## config.mk

```make
export PLATFORM = sky130hd
export DESIGN_NAME = load_store_unit
export DESIGN_NICKNAME = d
export VERILOG_FILES = /design/src/rtl/lsu_pkg.sv /design/src/rtl/lsu_lane.sv /design/src/rtl/load_store_unit.sv
export SDC_FILE = /design/constraint.sdc
export NUM_CORES = 1
export LEC_CHECK = 0
export BUFFER_PORTS_ARGS = -buffer_cell sky130_fd_sc_hd__buf_2
export CAP_MARGIN = 10
export CORE_UTILIZATION = 43
export DETAILED_ROUTE_END_ITERATION = 8
export PLACE_DENSITY = 0.71
export RECOVER_POWER = 100
export SLEW_MARGIN = 20
export SYNTH_ARGS = -nofsm -noshare
export SYNTH_HDL_FRONTEND = slang
export SYNTH_HIERARCHICAL = 1
export SYNTH_SLANG_ARGS = --single-unit
export TNS_END_PERCENT = 50
```

## constraint.sdc

```tcl
create_clock -name clk -period 4.45 [get_ports clk]
set_input_delay 0.445 -clock clk [delete_from_list [all_inputs] [get_ports clk]]
set_output_delay 0.445 -clock clk [all_outputs]
set_load 0.05 [all_outputs]
```

## src/rtl/lsu_pkg.sv

```systemverilog
// Shared encodings for the load/store unit: access sizes, FSM states and
// the default memory depth.
package lsu_pkg;

    typedef enum logic [1:0] {
        SZ_BYTE = 2'b00,
        SZ_HALF = 2'b01,
        SZ_WORD = 2'b10,
        SZ_RSVD = 2'b11
    } size_e;

    typedef enum logic [1:0] {
        IDLE   = 2'd0,
        ACCESS = 2'd1,
        WRITE  = 2'd2
    } state_e;

    localparam int unsigned MEM_WORDS_DEF = 64;

endpackage

```

## src/rtl/lsu_lane.sv

```systemverilog
// Little-endian lane handling: extract + sign/zero extend for loads and
// read-modify-write lane merge for sub-word stores.
module lsu_lane
    import lsu_pkg::*;
(
    input  logic [1:0]  size,
    input  logic [1:0]  addr_lo,
    input  logic        sgn,
    input  logic [31:0] rd,
    input  logic [31:0] wd,
    output logic [31:0] ld_data,
    output logic [31:0] st_merge
);

    logic [7:0]  lane_b;
    logic [15:0] lane_h;

    always_comb begin
        lane_b   = rd[{addr_lo, 3'b000} +: 8];
        lane_h   = rd[{addr_lo[1], 4'b0000} +: 16];
        ld_data  = rd;
        st_merge = wd;
        case (size)
            SZ_BYTE: begin
                ld_data  = {{24{sgn & lane_b[7]}}, lane_b};
                st_merge = rd;
                st_merge[{addr_lo, 3'b000} +: 8] = wd[7:0];
            end
            SZ_HALF: begin
                ld_data  = {{16{sgn & lane_h[15]}}, lane_h};
                st_merge = rd;
                st_merge[{addr_lo[1], 4'b0000} +: 16] = wd[15:0];
            end
            default: begin
                ld_data  = rd;
                st_merge = wd;
            end
        endcase
    end

endmodule

```

## src/rtl/load_store_unit.sv

```systemverilog
// Single-outstanding load/store initiator for a word-addressed memory with
// asynchronous read and synchronous write.
module load_store_unit
    import lsu_pkg::*;
#(
    parameter int unsigned MEM_WORDS = MEM_WORDS_DEF
) (
    input  logic        clk,
    input  logic        reset,
    input  logic        req,
    input  logic        st,
    input  logic [1:0]  size,
    input  logic        sgn,
    input  logic [31:0] addr,
    input  logic [31:0] wdata,
    output logic [31:0] rdata,
    output logic        done,
    output logic        err,
    output logic        busy,
    output logic        mem_we,
    output logic [31:0] mem_a,
    output logic [31:0] mem_wd,
    input  logic [31:0] mem_rd
);

    state_e      state_q, state_d;
    logic        st_q, st_d;
    logic [1:0]  size_q, size_d;
    logic        sgn_q, sgn_d;
    logic [31:0] addr_q, addr_d;
    logic [31:0] wdata_q, wdata_d;
    logic [31:0] rdata_q, rdata_d;
    logic [31:0] merge_q, merge_d;
    logic        done_q, done_d;
    logic        err_q, err_d;

    logic        req_bad;
    logic [31:0] ld_data;
    logic [31:0] st_merge;

    lsu_lane u_lane (
        .size     (size_q),
        .addr_lo  (addr_q[1:0]),
        .sgn      (sgn_q),
        .rd       (mem_rd),
        .wd       (wdata_q),
        .ld_data  (ld_data),
        .st_merge (st_merge)
    );

    // Checked on the raw request so a rejected access never leaves IDLE.
    always_comb begin
        req_bad = (size == SZ_RSVD)
                | ((size == SZ_HALF) & addr[0])
                | ((size == SZ_WORD) & (addr[1:0] != 2'b00))
                | ({2'b00, addr[31:2]} >= MEM_WORDS);
    end

    always_comb begin
        state_d = state_q;
        st_d    = st_q;
        size_d  = size_q;
        sgn_d   = sgn_q;
        addr_d  = addr_q;
        wdata_d = wdata_q;
        rdata_d = rdata_q;
        merge_d = merge_q;
        done_d  = 1'b0;
        err_d   = 1'b0;
        case (state_q)
            IDLE: begin
                if (req) begin
                    st_d    = st;
                    size_d  = size;
                    sgn_d   = sgn;
                    addr_d  = addr;
                    wdata_d = wdata;
                    if (req_bad) begin
                        done_d = 1'b1;
                        err_d  = 1'b1;
                    end else begin
                        state_d = ACCESS;
                    end
                end
            end
            ACCESS: begin
                if (!st_q) begin
                    rdata_d = ld_data;
                    done_d  = 1'b1;
                    state_d = IDLE;
                end else if (size_q == SZ_WORD) begin
                    done_d  = 1'b1;
                    state_d = IDLE;
                end else begin
                    merge_d = st_merge;
                    state_d = WRITE;
                end
            end
            WRITE: begin
                done_d  = 1'b1;
                state_d = IDLE;
            end
            default: state_d = IDLE;
        endcase
    end

    always_ff @(posedge clk or posedge reset) begin
        if (reset) begin
            state_q <= IDLE;
            st_q    <= 1'b0;
            size_q  <= '0;
            sgn_q   <= 1'b0;
            addr_q  <= '0;
            wdata_q <= '0;
            rdata_q <= '0;
            merge_q <= '0;
            done_q  <= 1'b0;
            err_q   <= 1'b0;
        end else begin
            state_q <= state_d;
            st_q    <= st_d;
            size_q  <= size_d;
            sgn_q   <= sgn_d;
            addr_q  <= addr_d;
            wdata_q <= wdata_d;
            rdata_q <= rdata_d;
            merge_q <= merge_d;
            done_q  <= done_d;
            err_q   <= err_d;
        end
    end

    // Write enable comes straight from registered state so reset drops it at once.
    always_comb begin
        mem_we = (state_q == WRITE)
               | ((state_q == ACCESS) & st_q & (size_q == SZ_WORD));
        mem_wd = (state_q == WRITE) ? merge_q : wdata_q;
    end

    assign mem_a = {2'b00, addr_q[31:2]};
    assign rdata = rdata_q;
    assign done  = done_q;
    assign err   = err_q;
    assign busy  = (state_q != IDLE);

endmodule

```

==> impl_metrics.csv <==
group,metric,value,unit
run_status,status,"finished, violations left",
run_status,violations,"capacitance limit, slew limit",
worst_hold_path,min_path_type,"input pin to flip-flop",
layout,fin_cells,1053,
timing,setup_viol,0,
power_and_ir_drop,power.leakage,4.17,nW
layout,num_antenna_cells,0,
floorplanning,die_h,135,um
logic_synthesis,synthTopCellsByArea,"dfrtp_1 (45%), mux2_1 (22%), mux2_2 (4.9%)",
logic_synthesis,syn-cell-area,0.00756,mm^2
logic_synthesis,yosys_warnings,6,
timing,hold_viol,0,
clocking,cts_buffer_depth,2,
global_routing,gr-total-overflow,0,
place,place.gp.congestion,0.875,
timing,post-route-period-util,0.778,
global_routing,antenna_found_initial,0,
drt,first_pass_iters,5,
setup_path,crit_path_start_kind,"flip-flop",
worst_hold_path,whs_path_depth,2,
logic_synthesis,synth-edff-count,0,
global_routing,grt_max_degree,105,
setup_path,worstSetupEndpointType,"primary output",
setup_path,slowest_delay,1340,ps
timing,max_freq,289,MHz
layout,nets,923,
setup_path,startpoint,"state_q[0]",
global_routing,grt_pass1_wl,32.0,mm
setup_path,path_class,"flip-flop to primary output",
setup_path,cpMaxStageDelayCell,"nand2b_1",
setup_path,rr_endpoint,"merge_q[7]",
clocking,clock_latency,420,ps
floorplanning,io_pins,203,
floorplanning,die-area,0.0181,mm^2
timing,fin_crit,3460,ps
timing,tns,0,ps
floorplanning,start_util,0.439,
timing,fin_worst_skew,10.3,ps
worst_hold_path,holdPathEnd,"wdata_q[26]",
logic_synthesis,synth-seq-cells,136,
place,io_buffers,200,
global_routing,grt_pass1_vias,5742,
setup_path,worst_ep_required_time,4010,ps
logic_synthesis,postSynthAreaPerCell,11.4,um^2
logic_synthesis,yosysSeqAreaShare,0.450,
timing,slew_violations,140,
setup_path,cp.arrival,3020,ps
setup_path,cp_top_family,"simple AND/OR/NAND/NOR gates",
logic_synthesis,async_reset_ff_frac,1.00,
logic_synthesis,synth_top_area_cell,"dfrtp_1",
drt,ant_nets,0,
setup_path,crit_buf_inv,1,
flow_run,cap_violations,2,
setup_path,r2r_slack,990,ps
drt,first_iter_violations,493,
clocking,root_buffer,"clkbuf_16",
drt,drc,0,
timing,tightest_slew,2210,ps
place,hpwl,14.7,mm
clocking,cts_sinks,136,
layout,area_delta_synth_final,16.9,%
worst_hold_path,hp-start,"wdata[26]",
drt,wirelength,20.5,mm
logic_synthesis,synth_top_area_share,0.450,
clocking,ctsHoldBuffers,0,
place,placed_cells,1021,
drt,via_count,5802,
floorplanning,core_area,0.0172,mm^2
layout,nFillCells,1589,
setup_path,crit_fanout,34,
floorplanning,row_count,48,
layout,drive_gt1_frac,0.217,
global_routing,track_usage,0.234,
power_and_ir_drop,vdd_drop_max,0.282,mV
timing,rsz0062_at_grt,"no",
clocking,cts_setup_buffers,0,
power_and_ir_drop,power_density,387,mW/mm^2
logic_synthesis,ys_types,49,
setup_path,reg2regPathDepth,7,
drt,detail_route.wl_per_cell,19.5,um
clocking,cts_buffers,17,
clocking,cts_tree,"built",
setup_path,crit_path_cell_trace,"nand2b_1 > mux2_2 > clkbuf_1",
timing,maxSlewHeadroom,-0.479,
floorplanning,die_w,135,um
clocking,cts.clk_slew.worst_paths,70,ps
clocking,htree_levels,4,
drt,via_per_inst,5.51,
logic_synthesis,postSynthCellCount,662,
clocking,cts-resized-gates,0,
logic_synthesis,synth_flop_cell,"dfrtp_1",
setup_path,r2r-start,"addr_q[1]",
final cells by class:
| class | count | area [um^2] | area share |
|---|---|---|---|
| clock buffers | 18 | 429 | 0.0485 |
| clock inverters | 14 | 119 | 0.0134 |
| inverters | 14 | 56.3 | 0.00637 |
| multi-input cells | 438 | 3620 | 0.409 |
| flip-flops and latches | 136 | 3400 | 0.385 |
| well taps | 225 | 282 | 0.0318 |
| repair buffers | 208 | 935 | 0.106 |
state kept, by name, summed over array words and instances (netlist names):
name and cells:
addr_q 32, st_q 1, merge_q 32, size_q 2, state_q 2, sgn_q 1, wdata_q 32, rdata 32
done 1, err 1
worst register-to-register path, stage by stage (launching register included):
cell	delay (ps)
dfrtp_1	720
clkbuf_1	860
inv_2	300
ha_1	330
or2_2	300
a21oi_1	550
a22o_1	230
mux2_1	130
worst max-delay path by stage:
stage / end / cells past startpoint
after floorplan: addr_q[0] / 1
after global placement: merge_q[0] / 7
after detailed placement: merge_q[7] / 7
after CTS: merge_q[4] / 7
after global routing: mem_wd[31] / 3
final: mem_wd[31] / 3
metrics by stage:
stage	power, mW	hold WS [ps]	cell area [um^2]	setup WS (ps)	util
final	3.42	234	8840	987	0.513
after global routing	3.58	220	8840	761	0.513
after CTS	3.48	215	8980	1680	0.521
after detailed placement	2.16	470	8430	1700	0.489
after global placement	2.15	462	8430	1830	0.489
after floorplan	1.97	450	7560	366	-
cells in the final DEF (no fill, tap or decap), types with 2 or more instances in the layout:
master	count
buf_4	6
mux2_2	29
nand4_1	2
buf_2	105
and2_1	2
inv_1	12
a22oi_1	14
a31oi_1	9
a22o_1	15
clkbuf_16	17
and3_1	2
ha_1	5
a221o_1	6
o211ai_1	9
o21ai_0	9
clkbuf_1	98
nand2_1	87
nor2_1	15
o21a_1	9
a222oi_1	7
conb_1	2
clkinv_4	6
mux2_1	153
nor3b_1	11
nand2b_1	8
dfrtp_1	136
a21o_1	3
clkinvlp_4	4
nor2b_1	4
inv_6	5
a21oi_1	11
nor4_1	6
cell families (layout without fill, tap and decap cells):
kind of cell             after synthesis  after routing  share of synthesized area
AO/OA/AOI/OAI                        101            101                      0.104
adder cells (fa/ha/maj)                5              5                    0.00828
buffers and inverters                 89            254                     0.0717
flip-flops                           136            136                      0.450
multiplexers                         184            184                      0.275
other                                  1              2                   0.000496
AND/OR/NAND/NOR                      146            146                     0.0904
cells in the mapped netlist (all sizes together), types with 2 or more instances:
cell type,n
nor2,16
buf,63
and3,2
o21ai,10
a21oi,11
a22oi,14
nand4,2
inv,14
o211ai,9
nand2b,8
mux2,182
a21o,3
nor2b,5
and2,3
a31oi,9
a221o,6
nand2,87
nor4,7
clkbuf,12
dfrtp,136
o21a,9
ha,5
nor3b,11
a22o,15
a222oi,7
layer usage:
layer	routed length, um	vias to the layer above	track usage
met5	0	-	0
met4	524	0	0.105
met3	1470	27	0.0616
met2	9530	260	0.362
met1	8990	2856	0.308
li1	-	2659	-
power breakdown:
part	total, mW	leakage [nW]	switching (mW)	internal (mW)
Clock	1.30	0.258	0.578	0.725
Combinational	0.752	2.17	0.511	0.240
Sequential	1.37	1.74	0.0677	1.30
Total	3.42	4.17	1.16	2.26
Power figures use the tool's default switching activity.
